**config.mk**
```make
export PLATFORM = sky130hd
export DESIGN_NAME = ocp_fabric2
export DESIGN_NICKNAME = d
export VERILOG_FILES = /design/src/rtl/ocp_fabric2.sv
export SDC_FILE = /design/constraint.sdc
export NUM_CORES = 1
export LEC_CHECK = 0
export CAP_MARGIN = 0
export CORE_AREA = 3 3 287 289
export CTS_CLUSTER_DIAMETER = 200
export DETAILED_ROUTE_END_ITERATION = 8
export DIE_AREA = 0 0 290 292
export HOLD_SLACK_MARGIN = 0.06
export MAX_ROUTING_LAYER = met4
export SETUP_SLACK_MARGIN = 0.5
export SYNTH_ARGS = -nofsm -noshare
export SYNTH_HDL_FRONTEND = slang
export SYNTH_SLANG_ARGS = --single-unit
```
**constraint.sdc**
```tcl
create_clock -name clk -period 4.7 [get_ports clk]
set_clock_uncertainty 0.1 [all_clocks]
set_input_delay 1.175 -clock clk [delete_from_list [all_inputs] [get_ports clk]]
set_output_delay 1.175 -clock clk [all_outputs]
set_load 0.01 [all_outputs]
```
**src/rtl/ocp_fabric2.sv**
```systemverilog
// Two-master / five-slave OCP crossbar with per-slave-port round-robin arbitration.
// Command and response paths are combinational; unmapped accesses answer ERR one cycle later.
module ocp_fabric2 #(
  parameter int unsigned ADDR_WIDTH = 32,
  parameter int unsigned DATA_WIDTH = 32,
  parameter int unsigned BEN_WIDTH  = 4
) (
  input  logic                  clk,
  input  logic                  nrst,
  input  logic [ADDR_WIDTH-1:0] i_I_MAddr,
  input  logic [2:0]            i_I_MCmd,
  input  logic [DATA_WIDTH-1:0] i_I_MData,
  input  logic [BEN_WIDTH-1:0]  i_I_MByteEn,
  output logic                  o_I_SCmdAccept,
  output logic [DATA_WIDTH-1:0] o_I_SData,
  output logic [1:0]            o_I_SResp,
  input  logic [ADDR_WIDTH-1:0] i_D_MAddr,
  input  logic [2:0]            i_D_MCmd,
  input  logic [DATA_WIDTH-1:0] i_D_MData,
  input  logic [BEN_WIDTH-1:0]  i_D_MByteEn,
  output logic                  o_D_SCmdAccept,
  output logic [DATA_WIDTH-1:0] o_D_SData,
  output logic [1:0]            o_D_SResp,
  output logic [ADDR_WIDTH-1:0] o_P0_MAddr,
  output logic [2:0]            o_P0_MCmd,
  output logic [DATA_WIDTH-1:0] o_P0_MData,
  output logic [BEN_WIDTH-1:0]  o_P0_MByteEn,
  input  logic                  i_P0_SCmdAccept,
  input  logic [DATA_WIDTH-1:0] i_P0_SData,
  input  logic [1:0]            i_P0_SResp,
  output logic [ADDR_WIDTH-1:0] o_P1_MAddr,
  output logic [2:0]            o_P1_MCmd,
  output logic [DATA_WIDTH-1:0] o_P1_MData,
  output logic [BEN_WIDTH-1:0]  o_P1_MByteEn,
  input  logic                  i_P1_SCmdAccept,
  input  logic [DATA_WIDTH-1:0] i_P1_SData,
  input  logic [1:0]            i_P1_SResp,
  output logic [ADDR_WIDTH-1:0] o_P2_MAddr,
  output logic [2:0]            o_P2_MCmd,
  output logic [DATA_WIDTH-1:0] o_P2_MData,
  output logic [BEN_WIDTH-1:0]  o_P2_MByteEn,
  input  logic                  i_P2_SCmdAccept,
  input  logic [DATA_WIDTH-1:0] i_P2_SData,
  input  logic [1:0]            i_P2_SResp,
  output logic [ADDR_WIDTH-1:0] o_P3_MAddr,
  output logic [2:0]            o_P3_MCmd,
  output logic [DATA_WIDTH-1:0] o_P3_MData,
  output logic [BEN_WIDTH-1:0]  o_P3_MByteEn,
  input  logic                  i_P3_SCmdAccept,
  input  logic [DATA_WIDTH-1:0] i_P3_SData,
  input  logic [1:0]            i_P3_SResp,
  output logic [ADDR_WIDTH-1:0] o_P4_MAddr,
  output logic [2:0]            o_P4_MCmd,
  output logic [DATA_WIDTH-1:0] o_P4_MData,
  output logic [BEN_WIDTH-1:0]  o_P4_MByteEn,
  input  logic                  i_P4_SCmdAccept,
  input  logic [DATA_WIDTH-1:0] i_P4_SData,
  input  logic [1:0]            i_P4_SResp
);
  localparam int unsigned NM = 2;
  localparam int unsigned NP = 5;
  localparam int unsigned CW = 3;
  localparam int unsigned RW = 2;
  localparam int unsigned PW = 3;
  localparam logic [CW-1:0] CMD_IDLE  = CW'(0);
  localparam logic [CW-1:0] CMD_WR    = CW'(1);
  localparam logic [CW-1:0] CMD_RD    = CW'(2);
  localparam logic [RW-1:0] RESP_NULL = RW'(0);
  localparam logic [RW-1:0] RESP_ERR  = RW'(3);
  localparam logic [PW-1:0] PORT_NONE = PW'(5);

  typedef enum logic {ST_IDLE, ST_BUSY} state_t;

  logic [ADDR_WIDTH-1:0] m_addr [NM];
  logic [CW-1:0]         m_cmd  [NM];
  logic [DATA_WIDTH-1:0] m_data [NM];
  logic [BEN_WIDTH-1:0]  m_ben  [NM];
  logic                  m_acc  [NM];
  logic [DATA_WIDTH-1:0] m_sdata[NM];
  logic [RW-1:0]         m_sresp[NM];
  logic                  req    [NM];
  logic [PW-1:0]         dec    [NM];
  logic                  err_q  [NM];
  logic                  err_d  [NM];

  logic [ADDR_WIDTH-1:0] p_addr [NP];
  logic [CW-1:0]         p_cmd  [NP];
  logic [DATA_WIDTH-1:0] p_data [NP];
  logic [BEN_WIDTH-1:0]  p_ben  [NP];
  logic                  s_acc  [NP];
  logic [DATA_WIDTH-1:0] s_data [NP];
  logic [RW-1:0]         s_resp [NP];

  state_t state_q[NP], state_d[NP];
  logic   owner_q[NP], owner_d[NP];
  logic   last_q [NP], last_d [NP];
  logic   rq_i, rq_d, gnt;

  // Port map: addr[31]=0 is memory, 0x800..0x803 in the top 12 bits are the peripherals.
  function automatic logic [PW-1:0] decode(input logic [ADDR_WIDTH-1:0] a);
    logic [11:0]   top;
    logic [PW-1:0] res;
    top = a[ADDR_WIDTH-1 -: 12];
    res = PORT_NONE;
    if (!a[ADDR_WIDTH-1]) res = PW'(0);
    else begin
      case (top)
        12'h800: res = PW'(1);
        12'h801: res = PW'(2);
        12'h802: res = PW'(3);
        12'h803: res = PW'(4);
        default: res = PORT_NONE;
      endcase
    end
    return res;
  endfunction

  assign m_addr[0] = i_I_MAddr;  assign m_cmd[0] = i_I_MCmd;
  assign m_data[0] = i_I_MData;  assign m_ben[0] = i_I_MByteEn;
  assign m_addr[1] = i_D_MAddr;  assign m_cmd[1] = i_D_MCmd;
  assign m_data[1] = i_D_MData;  assign m_ben[1] = i_D_MByteEn;

  assign s_acc[0] = i_P0_SCmdAccept; assign s_data[0] = i_P0_SData; assign s_resp[0] = i_P0_SResp;
  assign s_acc[1] = i_P1_SCmdAccept; assign s_data[1] = i_P1_SData; assign s_resp[1] = i_P1_SResp;
  assign s_acc[2] = i_P2_SCmdAccept; assign s_data[2] = i_P2_SData; assign s_resp[2] = i_P2_SResp;
  assign s_acc[3] = i_P3_SCmdAccept; assign s_data[3] = i_P3_SData; assign s_resp[3] = i_P3_SResp;
  assign s_acc[4] = i_P4_SCmdAccept; assign s_data[4] = i_P4_SData; assign s_resp[4] = i_P4_SResp;

  // Arbitration, routing and response steering; everything is forced quiet during reset.
  always_comb begin
    rq_i = 1'b0;
    rq_d = 1'b0;
    gnt  = 1'b0;
    for (int unsigned n = 0; n < NP; n++) begin
      state_d[n] = state_q[n];
      owner_d[n] = owner_q[n];
      last_d[n]  = last_q[n];
      p_addr[n]  = '0;
      p_cmd[n]   = CMD_IDLE;
      p_data[n]  = '0;
      p_ben[n]   = '0;
    end
    for (int unsigned m = 0; m < NM; m++) begin
      m_acc[m]   = 1'b0;
      m_sdata[m] = '0;
      m_sresp[m] = RESP_NULL;
      err_d[m]   = 1'b0;
      req[m]     = (m_cmd[m] == CMD_WR) || (m_cmd[m] == CMD_RD);
      dec[m]     = decode(m_addr[m]);
    end
    if (!nrst) begin
      for (int unsigned n = 0; n < NP; n++) begin
        rq_i = req[0] && (dec[0] == PW'(n));
        rq_d = req[1] && (dec[1] == PW'(n));
        gnt  = (rq_i && rq_d) ? ~last_q[n] : rq_d;
        if (state_q[n] == ST_IDLE) begin
          if (rq_i || rq_d) begin
            p_addr[n]  = m_addr[gnt];
            p_cmd[n]   = m_cmd[gnt];
            p_data[n]  = m_data[gnt];
            p_ben[n]   = m_ben[gnt];
            m_acc[gnt] = s_acc[n];
            if (s_acc[n]) begin
              state_d[n] = ST_BUSY;
              owner_d[n] = gnt;
              last_d[n]  = gnt;
            end
          end
        end else begin
          m_sdata[owner_q[n]] = s_data[n];
          m_sresp[owner_q[n]] = s_resp[n];
          if (s_resp[n] != RESP_NULL) state_d[n] = ST_IDLE;
        end
      end
      for (int unsigned m = 0; m < NM; m++) begin
        if (req[m] && (dec[m] == PORT_NONE)) begin
          m_acc[m] = 1'b1;
          err_d[m] = 1'b1;
        end
        if (err_q[m]) begin
          m_sresp[m] = RESP_ERR;
          m_sdata[m] = '0;
        end
      end
    end
  end

  always_ff @(posedge clk or posedge nrst) begin
    if (nrst) begin
      for (int unsigned n = 0; n < NP; n++) begin
        state_q[n] <= ST_IDLE;
        owner_q[n] <= 1'b0;
        last_q[n]  <= 1'b0;
      end
      for (int unsigned m = 0; m < NM; m++) err_q[m] <= 1'b0;
    end else begin
      for (int unsigned n = 0; n < NP; n++) begin
        state_q[n] <= state_d[n];
        owner_q[n] <= owner_d[n];
        last_q[n]  <= last_d[n];
      end
      for (int unsigned m = 0; m < NM; m++) err_q[m] <= err_d[m];
    end
  end

  assign o_I_SCmdAccept = m_acc[0]; assign o_I_SData = m_sdata[0]; assign o_I_SResp = m_sresp[0];
  assign o_D_SCmdAccept = m_acc[1]; assign o_D_SData = m_sdata[1]; assign o_D_SResp = m_sresp[1];

  assign o_P0_MAddr = p_addr[0]; assign o_P0_MCmd = p_cmd[0];
  assign o_P0_MData = p_data[0]; assign o_P0_MByteEn = p_ben[0];
  assign o_P1_MAddr = p_addr[1]; assign o_P1_MCmd = p_cmd[1];
  assign o_P1_MData = p_data[1]; assign o_P1_MByteEn = p_ben[1];
  assign o_P2_MAddr = p_addr[2]; assign o_P2_MCmd = p_cmd[2];
  assign o_P2_MData = p_data[2]; assign o_P2_MByteEn = p_ben[2];
  assign o_P3_MAddr = p_addr[3]; assign o_P3_MCmd = p_cmd[3];
  assign o_P3_MData = p_data[3]; assign o_P3_MByteEn = p_ben[3];
  assign o_P4_MAddr = p_addr[4]; assign o_P4_MCmd = p_cmd[4];
  assign o_P4_MData = p_data[4]; assign o_P4_MByteEn = p_ben[4];
endmodule

```
==> impl_results.md, run 1 <==
* Count of different cell masters after synthesis at between 50 and 60
* Failing checks: setup timing
* Total GRT Usage at 19.5%
* Vias per cell at 4.70
* Post-synth top area cell: nand2_1
* Final worst-path setup slack at -0.196 ns
* RSZ-0062 raised after global routing: yes
* Die area at 84700 sq um
* FF+latch area at 300 sq um
* Hold Buf Count CTS at 0
* Critical Path End: o_P2_MData[20]
* Endpoints failing hold at 0
* Utilization after layout at 28.9%
* Root Driver: clkbuf_16
* Max Cap Violations at 0
* Critical path class: in -> out
* CP startpoint kind: input pin
* Grt ovf at 0
* First-pass GRT wire length at approximately 120000 um
* Area of the multi-input gates at 9730 sq um
* Largest net degree at the start of global routing at around 60
* Slew Limit Headroom at 46.0%
* DR WL/cell at 24.3 um
* Vias in the first global route at 16200
* Place WS at -1.17 ns
* Post-Syn Area per Cell at ~5 sq um
* H-tree depth at 1
* Core Box Area at 80200 sq um
* Max-slew violation count at 0
* Final wirelength at 91900 um
* Clk buf depth at 2
* Worst-Margin Slew at 0.811 ns
* Crit path max fanout at 7
* Syn-to-layout area delta at 169%
* Minimum clock period at 4.90 ns
* Initial antenna violation count at 8
* ANT nets after route at 0
* Fillers at 8797
* 1st-pass router iterations at 7
* Gpl congestion at 0.938
* R2R cell count at 8
* Register area share after synthesis at under 10%
* Max Fclk at 204 MHz
* Final net count at approximately 3000
* Worst vdd ir at 0.0000977 V
* Post-synth top flop: dfrtp_1
* Die Y at 292 um
* Io pins at 744
* Clk slew on worst S/H paths at 0.04 ns
* DRT iter0 DRCs at about 1100
* Port buffer count at 697
* Synth Warn # at 0
* Count leader, synth: nand2_1
* Placed Instances at 3526
* TNS Setup at -6.88 ns
* R2R setup slack at 2.59 ns
* Worst EP arrival at 3.62 ns
* Share of post-route cells with drive strength above 1 at 48.1%
* Reg-to-reg endpoint: last_q[2]$_DFFE_PP0P_
* Starting density of the core at 10.7%
* Clock latency on the worst-skew pair at 0.24 ns
* Crit. End Element: output port
* CTS Buf Count at 3
* Post-synth EDFFs at 0
* PwrDens at roughly 62 nW/um^2
* Data required time at the worst endpoint at 3.42 ns
* Commonest cells post-synth: nand2_1 (618), a21oi_1 (288), nor3_1 (153), nor2_1 (147), clkbuf_1 (141)
* DPL Wire Length at roughly 65000 um
* Cell count after synthesis at between 1500 and 2000
* Critical Path Start: i_D_MAddr[26]
* Top post-synthesis cells by area: nand2_1 (27%), a21oi_1 (17%), nor3_1 (8.9%), a221oi_1 (6.9%), nor2_1 (6.4%)
* Hold Path Class: reg -> reg
* Finished Layout Cells at 3788
* Std cell rows at 104
* Via count at 17800
* Setup-failing EPs final at 100
* Overall power at 1.44 mW
* Leakage at ~11 nW
* Post-route DRC violation count at 0
* Synthesized cell area at around 8600 sq um
* CTS tree: yes
* CTS Sinks at 12
* Synth top area share at 27.0%
* Yosys reg bits at 12
* Async S/R FF share, synth at 100%
* Worst r2r src: state_q[2]$_DFFE_PP0N_
* Final period util at 104%
* Status: complete, but fails checks
* Die width at slightly below 300 um
-- flip-flops by register name (all words and copies together), names as in the netlist --
name and flops:
err_q 2, last_q 4, state_q 5, owner_q 1
-- final cells by class --
class / instances / share of cell area, %
Multi-Input combinational cell: 1519 / 42.0
Sequential cell: 12 / 1.30
Timing Repair Buffer: 1171 / 50.2
Inverter: 14 / 0.308
Antenna cell: 8 / 0.0865
Tap cell: 1060 / 5.73
Clock buffer: 4 / 0.384
-- routing by layer --
| layer | vias to the layer above | track usage [%] | routed length, um |
|---|---|---|---|
| met3 | 170 | 3.38 | 7380 |
| met5 | - | - | 0 |
| met1 | 8591 | 23.0 | 35400 |
| met4 | 0 | 4.75 | 3420 |
| met2 | 1165 | 34.3 | 45700 |
| li1 | 7874 | - | - |
-- per-stage QoR --
stage               hold slack, ns  cell area (sq um)
floorplan                    0.415               9030
global placement             0.514              18800
detailed placement           0.514              18800
CTS                          0.529              20000
global route                 0.565              23100
finish                       0.506              23100
-- cell usage in the layout (no fill, tap or decap), types with 4 or more instances in the layout --
| cell type | netlist | layout |
|---|---|---|
| nor3_2 | 0 | 24 |
| clkbuf_2 | 0 | 19 |
| nand3_1 | 5 | 4 |
| nor2_1 | 147 | 145 |
| and2_1 | 8 | 4 |
| buf_16 | 0 | 12 |
| buf_4 | 53 | 249 |
| or2_2 | 5 | 4 |
| buf_2 | 23 | 243 |
| nor3_4 | 0 | 20 |
| nor4_1 | 7 | 4 |
| nand2_2 | 2 | 55 |
| or4_4 | 0 | 5 |
| diode_2 | 0 | 8 |
| dlymetal6s2s_1 | 0 | 54 |
| dfrtp_1 | 12 | 12 |
| a211oi_1 | 64 | 62 |
| buf_8 | 0 | 31 |
| clkdlybuf4s50_1 | 0 | 288 |
| nor4_4 | 0 | 4 |
| a21oi_2 | 20 | 237 |
| buf_6 | 3 | 155 |
| inv_1 | 13 | 10 |
| nand2_1 | 618 | 509 |
| o21ai_0 | 11 | 8 |
| nand4_1 | 6 | 6 |
| nand2_4 | 0 | 54 |
| dlygate4sd2_1 | 0 | 10 |
| conb_1 | 1 | 46 |
| a221oi_1 | 68 | 66 |
| nor3_1 | 153 | 109 |
| buf_12 | 0 | 91 |
| a21oi_4 | 0 | 29 |
| a21oi_1 | 288 | 42 |
| clkbuf_16 | 0 | 18 |
-- worst max-delay path: stages --
cell and delay (ns):
buf_6 0.10, nor4_4 0.31, nand2_2 0.11, buf_6 0.14
or4_4 0.52, a211o_4 0.48, buf_16 0.20, buf_8 0.11
buf_6 0.11, buf_8 0.13, a21oi_2 0.09, buf_2 0.14
-- how the worst min path moves through the flow --
stage	start	cells after the start	slack, ns	endpoint
after CTS	state_q[4]$_DFFE_PP0N_	1	0.53	state_q[4]$_DFFE_PP0N_
after floorplan	state_q[4]$_DFFE_PP0N_	1	0.41	state_q[4]$_DFFE_PP0N_
after global routing	state_q[4]$_DFFE_PP0N_	1	0.57	state_q[4]$_DFFE_PP0N_
after global placement	state_q[4]$_DFFE_PP0N_	1	0.51	state_q[4]$_DFFE_PP0N_
after detailed placement	state_q[4]$_DFFE_PP0N_	1	0.51	state_q[4]$_DFFE_PP0N_
final	state_q[4]$_DFFE_PP0N_	1	0.51	state_q[4]$_DFFE_PP0N_
-- kinds of logic (layout without fill, tap and decap cells) --
group	after synthesis	after routing	share of synthesized area [%]
AND/OR/NAND/NOR	987	987	47.7
AO/OA/AOI/OAI	480	481	34.7
buffers and inverters	239	1189	13.3
flip-flops	12	12	3.49
XOR/XNOR	3	3	0.393
multiplexers	2	2	0.291
other	1	54	0.0436
-- what timing repair did --
item                       CTS  global route
gates cloned                11            18
setup endpoints to repair  377           377
gates resized for setup    951           964
buffers inserted            77           144
pin swaps                   79           174
-- where the power goes --
group | internal (mW) | switching, mW
Clock | 0.128 | 0.0453
Combinational | 0.549 | 0.592
Sequential | 0.109 | 0.0135
Total | 0.786 | 0.650
(Power assumes the default switching activity.)
==> run 2: changes to the inputs <==
--- a/config.mk
+++ b/config.mk
@@ -5,6 +5,7 @@
 export SDC_FILE = /design/constraint.sdc
 export NUM_CORES = 1
 export LEC_CHECK = 0
+export ABC_CLOCK_PERIOD_IN_PS = 4700
 export CAP_MARGIN = 0
 export CORE_AREA = 3 3 287 289
 export CTS_CLUSTER_DIAMETER = 200
==> results of run 2 <==
Same layout as run 1: the final DEF is identical, and so are final timing and power.
